$ cat src/rtl/hack_kbd_ps2_pkg.sv
// Shared constants for the Hack PS/2 keyboard front end: Hack key codes,
// scan-code prefixes and the receiver state encoding.
package hack_kbd_pkg;

    // Set-2 prefix bytes
    localparam logic [7:0] SC_E0 = 8'hE0;
    localparam logic [7:0] SC_F0 = 8'hF0;

    // Hack special-key codes
    localparam logic [7:0] KEY_NEWLINE   = 8'd128;
    localparam logic [7:0] KEY_BACKSPACE = 8'd129;
    localparam logic [7:0] KEY_LEFT      = 8'd130;
    localparam logic [7:0] KEY_UP        = 8'd131;
    localparam logic [7:0] KEY_RIGHT     = 8'd132;
    localparam logic [7:0] KEY_DOWN      = 8'd133;
    localparam logic [7:0] KEY_HOME      = 8'd134;
    localparam logic [7:0] KEY_END       = 8'd135;
    localparam logic [7:0] KEY_PGUP      = 8'd136;
    localparam logic [7:0] KEY_PGDN      = 8'd137;
    localparam logic [7:0] KEY_INSERT    = 8'd138;
    localparam logic [7:0] KEY_DELETE    = 8'd139;
    localparam logic [7:0] KEY_ESC       = 8'd140;
    localparam logic [7:0] KEY_F1        = 8'd141;
    localparam logic [7:0] KEY_F2        = 8'd142;
    localparam logic [7:0] KEY_F3        = 8'd143;
    localparam logic [7:0] KEY_F4        = 8'd144;
    localparam logic [7:0] KEY_F5        = 8'd145;
    localparam logic [7:0] KEY_F6        = 8'd146;
    localparam logic [7:0] KEY_F7        = 8'd147;
    localparam logic [7:0] KEY_F8        = 8'd148;
    localparam logic [7:0] KEY_F9        = 8'd149;
    localparam logic [7:0] KEY_F10       = 8'd150;
    localparam logic [7:0] KEY_F11       = 8'd151;
    localparam logic [7:0] KEY_F12       = 8'd152;

    typedef enum logic [1:0] {
        RX_IDLE,
        RX_DATA,
        RX_PARITY,
        RX_STOP
    } rx_state_e;

endpackage

$ cat src/rtl/hack_kbd_ps2_rx.sv
// PS/2 device-to-host frame receiver: synchronisers, falling-edge detect,
// frame FSM with odd-parity/stop checking and inter-edge timeout.
module ps2_rx
    import hack_kbd_pkg::*;
#(
    parameter int unsigned TIMEOUT_CYCLES = 5000
) (
    input  logic       clk_i,
    input  logic       rst_ni,
    input  logic       ps2_clk_i,
    input  logic       ps2_data_i,
    output logic [7:0] rx_byte_o,
    output logic       byte_valid_o,
    output logic       frame_err_o
);

    localparam int unsigned TW = $clog2(TIMEOUT_CYCLES + 1);

    logic            clk_s1_q, clk_s2_q, clk_prev_q;
    logic            dat_s1_q, dat_s2_q;
    logic            fall;
    rx_state_e       state_q;
    logic [2:0]      bit_cnt_q;
    logic [7:0]      shift_q;
    logic            par_q;
    logic [TW-1:0]   tmo_q;
    logic [7:0]      byte_q;
    logic            byte_valid_q;
    logic            frame_err_q;

    // Two-flop synchronisers plus previous-value flop for edge detection
    always_ff @(posedge clk_i or negedge rst_ni) begin
        if (!rst_ni) begin
            clk_s1_q   <= 1'b1;
            clk_s2_q   <= 1'b1;
            clk_prev_q <= 1'b1;
            dat_s1_q   <= 1'b1;
            dat_s2_q   <= 1'b1;
        end else begin
            clk_s1_q   <= ps2_clk_i;
            clk_s2_q   <= clk_s1_q;
            clk_prev_q <= clk_s2_q;
            dat_s1_q   <= ps2_data_i;
            dat_s2_q   <= dat_s1_q;
        end
    end

    assign fall = clk_prev_q & ~clk_s2_q;

    // Frame FSM; an edge always takes priority over an expiring timeout
    always_ff @(posedge clk_i or negedge rst_ni) begin
        if (!rst_ni) begin
            state_q      <= RX_IDLE;
            bit_cnt_q    <= '0;
            shift_q      <= '0;
            par_q        <= 1'b0;
            tmo_q        <= '0;
            byte_q       <= '0;
            byte_valid_q <= 1'b0;
            frame_err_q  <= 1'b0;
        end else begin
            byte_valid_q <= 1'b0;
            frame_err_q  <= 1'b0;
            if (fall) begin
                tmo_q <= '0;
                case (state_q)
                    RX_IDLE: begin
                        if (!dat_s2_q) begin
                            state_q   <= RX_DATA;
                            bit_cnt_q <= '0;
                            par_q     <= 1'b0;
                        end
                    end
                    RX_DATA: begin
                        shift_q <= {dat_s2_q, shift_q[7:1]};
                        par_q   <= par_q ^ dat_s2_q;
                        if (bit_cnt_q == 3'd7) state_q <= RX_PARITY;
                        else                   bit_cnt_q <= bit_cnt_q + 3'd1;
                    end
                    RX_PARITY: begin
                        par_q   <= par_q ^ dat_s2_q;
                        state_q <= RX_STOP;
                    end
                    RX_STOP: begin
                        state_q <= RX_IDLE;
                        if (par_q && dat_s2_q) begin
                            byte_q       <= shift_q;
                            byte_valid_q <= 1'b1;
                        end else begin
                            frame_err_q  <= 1'b1;
                        end
                    end
                    default: state_q <= RX_IDLE;
                endcase
            end else if (state_q != RX_IDLE) begin
                // tmo_q counts idle cycles since the last edge; the abort
                // fires on the TIMEOUT_CYCLES-th one
                if (tmo_q == TW'(TIMEOUT_CYCLES - 1)) begin
                    state_q     <= RX_IDLE;
                    tmo_q       <= '0;
                    frame_err_q <= 1'b1;
                end else begin
                    tmo_q <= tmo_q + TW'(1);
                end
            end
        end
    end

    assign rx_byte_o    = byte_q;
    assign byte_valid_o = byte_valid_q;
    assign frame_err_o  = frame_err_q;

endmodule

$ cat src/rtl/hack_kbd_ps2.sv
// Hack KBD register writer: PS/2 receiver, set-2 make/break decoding and
// the held-key register read by the CPU at address 24576.
module hack_kbd_ps2
    import hack_kbd_pkg::*;
#(
    parameter int unsigned TIMEOUT_CYCLES = 5000
) (
    input  logic        clk,
    input  logic        rst_n,
    input  logic        ps2_clk,
    input  logic        ps2_data,
    output logic [15:0] kbd_out,
    output logic        key_event,
    output logic        frame_err
);

    logic [7:0] rx_byte;
    logic       rx_valid;
    logic [7:0] hack_code;
    logic       ext_q, brk_q;
    logic [7:0] kbd_q;
    logic       key_event_q;

    ps2_rx #(.TIMEOUT_CYCLES(TIMEOUT_CYCLES)) u_rx (
        .clk_i        (clk),
        .rst_ni       (rst_n),
        .ps2_clk_i    (ps2_clk),
        .ps2_data_i   (ps2_data),
        .rx_byte_o    (rx_byte),
        .byte_valid_o (rx_valid),
        .frame_err_o  (frame_err)
    );

    // Scan-code lookup on {ext, byte}; 0 means unmapped
    always_comb begin
        hack_code = '0;
        if (ext_q) begin
            case (rx_byte)
                8'h6B: hack_code = KEY_LEFT;
                8'h75: hack_code = KEY_UP;
                8'h74: hack_code = KEY_RIGHT;
                8'h72: hack_code = KEY_DOWN;
                8'h6C: hack_code = KEY_HOME;
                8'h69: hack_code = KEY_END;
                8'h7D: hack_code = KEY_PGUP;
                8'h7A: hack_code = KEY_PGDN;
                8'h70: hack_code = KEY_INSERT;
                8'h71: hack_code = KEY_DELETE;
                default: hack_code = '0;
            endcase
        end else begin
            case (rx_byte)
                8'h1C: hack_code = 8'd65;  8'h32: hack_code = 8'd66;
                8'h21: hack_code = 8'd67;  8'h23: hack_code = 8'd68;
                8'h24: hack_code = 8'd69;  8'h2B: hack_code = 8'd70;
                8'h34: hack_code = 8'd71;  8'h33: hack_code = 8'd72;
                8'h43: hack_code = 8'd73;  8'h3B: hack_code = 8'd74;
                8'h42: hack_code = 8'd75;  8'h4B: hack_code = 8'd76;
                8'h3A: hack_code = 8'd77;  8'h31: hack_code = 8'd78;
                8'h44: hack_code = 8'd79;  8'h4D: hack_code = 8'd80;
                8'h15: hack_code = 8'd81;  8'h2D: hack_code = 8'd82;
                8'h1B: hack_code = 8'd83;  8'h2C: hack_code = 8'd84;
                8'h3C: hack_code = 8'd85;  8'h2A: hack_code = 8'd86;
                8'h1D: hack_code = 8'd87;  8'h22: hack_code = 8'd88;
                8'h35: hack_code = 8'd89;  8'h1A: hack_code = 8'd90;
                8'h45: hack_code = 8'd48;  8'h16: hack_code = 8'd49;
                8'h1E: hack_code = 8'd50;  8'h26: hack_code = 8'd51;
                8'h25: hack_code = 8'd52;  8'h2E: hack_code = 8'd53;
                8'h36: hack_code = 8'd54;  8'h3D: hack_code = 8'd55;
                8'h3E: hack_code = 8'd56;  8'h46: hack_code = 8'd57;
                8'h29: hack_code = 8'd32;
                8'h5A: hack_code = KEY_NEWLINE;
                8'h66: hack_code = KEY_BACKSPACE;
                8'h76: hack_code = KEY_ESC;
                8'h05: hack_code = KEY_F1;  8'h06: hack_code = KEY_F2;
                8'h04: hack_code = KEY_F3;  8'h0C: hack_code = KEY_F4;
                8'h03: hack_code = KEY_F5;  8'h0B: hack_code = KEY_F6;
                8'h83: hack_code = KEY_F7;  8'h0A: hack_code = KEY_F8;
                8'h01: hack_code = KEY_F9;  8'h09: hack_code = KEY_F10;
                8'h78: hack_code = KEY_F11; 8'h07: hack_code = KEY_F12;
                default: hack_code = '0;
            endcase
        end
    end

    // Prefix flags and held-key register; key_event only on a real change
    always_ff @(posedge clk or negedge rst_n) begin
        if (!rst_n) begin
            ext_q       <= 1'b0;
            brk_q       <= 1'b0;
            kbd_q       <= '0;
            key_event_q <= 1'b0;
        end else begin
            key_event_q <= 1'b0;
            if (rx_valid) begin
                if (rx_byte == SC_E0) begin
                    ext_q <= 1'b1;
                end else if (rx_byte == SC_F0) begin
                    brk_q <= 1'b1;
                end else begin
                    ext_q <= 1'b0;
                    brk_q <= 1'b0;
                    if (!brk_q) begin
                        if (hack_code != '0 && hack_code != kbd_q) begin
                            kbd_q       <= hack_code;
                            key_event_q <= 1'b1;
                        end
                    end else if (hack_code == kbd_q && kbd_q != '0) begin
                        kbd_q       <= '0;
                        key_event_q <= 1'b1;
                    end
                end
            end
        end
    end

    assign kbd_out   = {8'h00, kbd_q};
    assign key_event = key_event_q;

endmodule
$ cat config.mk
export PLATFORM = sky130hd
export DESIGN_NAME = hack_kbd_ps2
export DESIGN_NICKNAME = d
export VERILOG_FILES = /design/src/rtl/hack_kbd_ps2_pkg.sv /design/src/rtl/hack_kbd_ps2_rx.sv /design/src/rtl/hack_kbd_ps2.sv
export SDC_FILE = /design/constraint.sdc
export NUM_CORES = 1
export LEC_CHECK = 0
export CAP_MARGIN = 0
export CORE_UTILIZATION = 31
export CTS_CLUSTER_DIAMETER = 60
export DETAILED_ROUTE_END_ITERATION = 8
export HOLD_SLACK_MARGIN = 0.1
export PLACE_DENSITY = 0.5
export SETUP_SLACK_MARGIN = 0.3
export SLEW_MARGIN = 30
export SYNTH_ARGS = -nofsm -noshare
export SYNTH_HDL_FRONTEND = slang
export SYNTH_HIERARCHICAL = 1
export SYNTH_SLANG_ARGS = --single-unit
export TNS_END_PERCENT = 30
$ cat constraint.sdc
create_clock -name clk -period 4.5 [get_ports clk]
set_input_delay 0.675 -clock clk [delete_from_list [all_inputs] [get_ports clk]]
set_output_delay 0.675 -clock clk [all_outputs]
set_load 0.1 [all_outputs]
==> qor.csv <==
metric;value;unit
die_height;116;µm
core_area;12700;µm²
syn_area;4050;µm²
fp.dieW;116;µm
worstPathRequired;4730;ps
power.share.sequential;0.380;
final_nets;460;
worst_pin_slew;971;ps
drv_slew;0;
synth_edf_count;0;
track_usage;0.151;
synth-simple-area-share;0.215;
ys_warn_count;6;
clock_path_buffers;2;
viasPerCell;5.61;
dieArea;13500;µm²
clock_latency;300;ps
synth_area_leader_cell;dfrtp_1;
cp_max_fo;14;
synth_fa_ha_area_frac;0.0464;
drc;0;
ir_drop;198;µV
start_kind;register;
r2r-start;u_rx/rx_byte_o[0];
dp_cells;606;
holdCritStartpoint;u_rx/clk_s1_q;
crit_path_end_kind;register;
grt_overflow;0;
synth_top_family_by_area;compound AO/OA/AOI/OAI gates;
rsz0062_at_grt;false;
drtPass1Iterations;5;
place_congestion;0.939;
place_ws;800;ps
synth-xor-area-share;0.0238;
post_cts_buffers;0;
setup_viol;0;
p_sw;648;µW
cts_tree;yes;
synth_cell_types;81;
syn_inst;448;
routedWlPerCell;15.9;µm
hold_ws;359;ps
vias;3442;
port_buffers;13;
drive_above_1_share;0.133;
drtIter0Drc;296;
ys_seq_area_frac;0.329;
num_antenna_cells;0;
antenna_found_initial;0;
fill_cells;1282;
finalCritPeriodShare;0.836;
hp-class;register to register;
synth-main-ff-cell;dfrtp_1;
area_growth_syn_to_layout;8.69;%
fin_crit;3760;ps
async_reset_ff_frac;1.00;
p_sw_frac;0.385;
crit_type;register to register;
clock-skew-final;7.72;ps
combPwrFrac;0.388;
hpwlAfterDp;6920;µm
clkTransAtPathRegs;70;ps
p_int;1.03;mW
fin_tns_setup;0;ps
grt_pass1_vias;3251;
hold_buffers;0;
numCtsBuffers;5;
num_rows;41;
r2r-end;kbd_q[7];
drv_cap;0;
netlist_top_cells_area;dfrtp_1 (30%), mux2_2 (5.3%), ha_1 (4.6%);
start_util;0.319;
fin_cells;614;
cp.arrival;3990;ps
r2r_cells;11;
clock-sinks;53;
synth_top_area_frac;0.297;
hold_viol;0;
ios;22;
hold_path_end;u_rx/clk_s2_q;
drt-total-wl;9740;µm
synth_compound_area_frac;0.228;
grt_max_degree;54;
avgSynthCellArea;9.03;µm²
powerDensity;382;nW/µm²
setup_ws;740;ps
status;completed;
root_buffer;clkbuf_16;
r2r_slack;740;ps
slew_headroom;0.350;
ant_nets;0;
grt_pass1_wl;16000;µm
htree_levels;2;
fmax;266;MHz
ys_ff_latch;53;
p_leak;1.80;nW
postCtsResizedCells;0;
clkPwrFrac;0.232;
worstHoldPathCells;0;
muxShareOfSynthArea;0.0890;
[power groups by stage]
stage	sequential (mW)	combinational, mW	clock [mW]
6_report	0.639	0.653	0.389
5_1_grt	0.651	0.723	0.423
4_1_cts	0.638	0.654	0.408
3_5_place_dp	0.646	0.652	0
3_3_place_gp	0.646	0.646	0
2_1_floorplan	0.618	0.547	0
[logic make-up (layout without fill, tap and decap cells)]
group / count (synthesis) / after routing
adders and majority gates: 15 / 15
other: 1 / 8
xor gates and xnor gates: 11 / 11
AOI/OAI and AO/OA: 126 / 126
buffers and inverters: 57 / 44
muxes: 31 / 31
and+or+nand+nor: 154 / 154
DFF: 53 / 53
[flip-flops by register name (all words and copies together), names as in the netlist]
register	flops
u_rx/state_q	2
u_rx/dat_s2_q	1
u_rx/rx_byte_o	8
kbd_q	8
u_rx/tmo_q	13
u_rx/clk_s1_q	1
u_rx/frame_err_o	1
brk_q	1
u_rx/shift_q	8
u_rx/byte_valid_o	1
ext_q	1
u_rx/dat_s1_q	1
u_rx/clk_prev_q	1
key_event	1
u_rx/clk_s2_q	1
u_rx/par_q	1
u_rx/bit_cnt_q	3
[layout make-up]
cell class / instances / area, µm² / share of cell area
clock buffer: 5 / 125 / 0.0284
timing repair buffer: 19 / 170 / 0.0387
inverter: 17 / 63.8 / 0.0145
tap: 172 / 215 / 0.0489
multi-input combinational: 345 / 2470 / 0.561
clock inverter: 3 / 25.0 / 0.00569
sequential: 53 / 1330 / 0.303
[cells in the mapped netlist, types with 4 or more instances]
cell type,number
a211o_1,4
a211oi_1,8
a21o_1,4
a21oi_1,18
a22o_1,12
a31oi_1,12
and2_1,5
buf_2,14
buf_4,9
clkbuf_1,13
dfrtp_1,48
dfstp_2,5
ha_1,15
inv_1,17
mux2_2,19
mux2i_1,9
nand2_1,28
nand2b_1,14
nand3_1,16
nand3b_1,5
nand4_1,5
nor2_1,29
nor2b_1,9
nor3_1,7
nor4_1,6
o211ai_1,5
o21ai_0,20
o221ai_1,4
o22ai_1,5
or2_2,6
or3_1,4
xnor2_1,7
xor2_1,4
[cells in the final DEF (no fill, tap or decap), drive strengths merged, types with 5 or more instances in the layout]
master | Yosys | layout
a22o | 12 | 12
ha | 15 | 15
o22ai | 5 | 5
clkdlybuf4s50 | 0 | 12
conb | 1 | 8
a211oi | 9 | 9
and2 | 5 | 5
inv | 17 | 18
o21ai | 20 | 20
nor2 | 29 | 29
a31oi | 12 | 12
mux2 | 20 | 20
mux2i | 10 | 10
nand2 | 28 | 28
dfrtp | 48 | 48
dfstp | 5 | 5
nand3b | 5 | 5
o211ai | 5 | 5
nor4 | 6 | 6
nand2b | 14 | 14
clkbuf | 14 | 5
buf | 26 | 7
nand3 | 16 | 16
nor2b | 9 | 9
or2 | 7 | 7
xnor2 | 7 | 7
a21oi | 18 | 18
nor3 | 7 | 7
nand4 | 5 | 5
[through the flow]
step | utilization | total power [mW] | area [µm²]
after floorplan | - | 1.16 | 4070
after global placement | 0.335 | 1.29 | 4250
after detailed placement | 0.335 | 1.30 | 4250
after CTS | 0.347 | 1.70 | 4400
after global routing | 0.347 | 1.80 | 4400
final | 0.347 | 1.68 | 4400
[how the worst max path moves through the flow]
stage	slack, ps	startpoint	cells past startpoint	endpoint
2_1_floorplan	1060	u_rx/rx_byte_o[1]	12	kbd_q[5]
3_3_place_gp	830	u_rx/rx_byte_o[0]	11	kbd_q[3]
3_5_place_dp	800	u_rx/rx_byte_o[0]	11	kbd_q[1]
4_1_cts	790	u_rx/rx_byte_o[0]	11	kbd_q[4]
5_1_grt	440	u_rx/rx_byte_o[0]	11	kbd_q[7]
6_report	740	u_rx/rx_byte_o[0]	11	kbd_q[7]
[metal layers]
metal / up-vias / routed length [µm] / GRT usage
met1: 1643 / 4550 / 0.201
met4: 0 / 461 / 0.0880
met5: - / 0 / 0
met2: 125 / 4240 / 0.230
met3: 37 / 498 / 0.0259
li1: 1637 / - / -
[critical path: stages, from the launching register on]
cell and delay, ps:
dfrtp_1 510, inv_1 190, ha_1 520, nand2b_1 280
o41ai_1 420, nor2_1 90, o32ai_1 480, nand4b_1 180
o31ai_1 100, o2111ai_2 300, nor3b_4 410, a32o_1 220
Note: power is estimated with default switching activity, not from simulation.
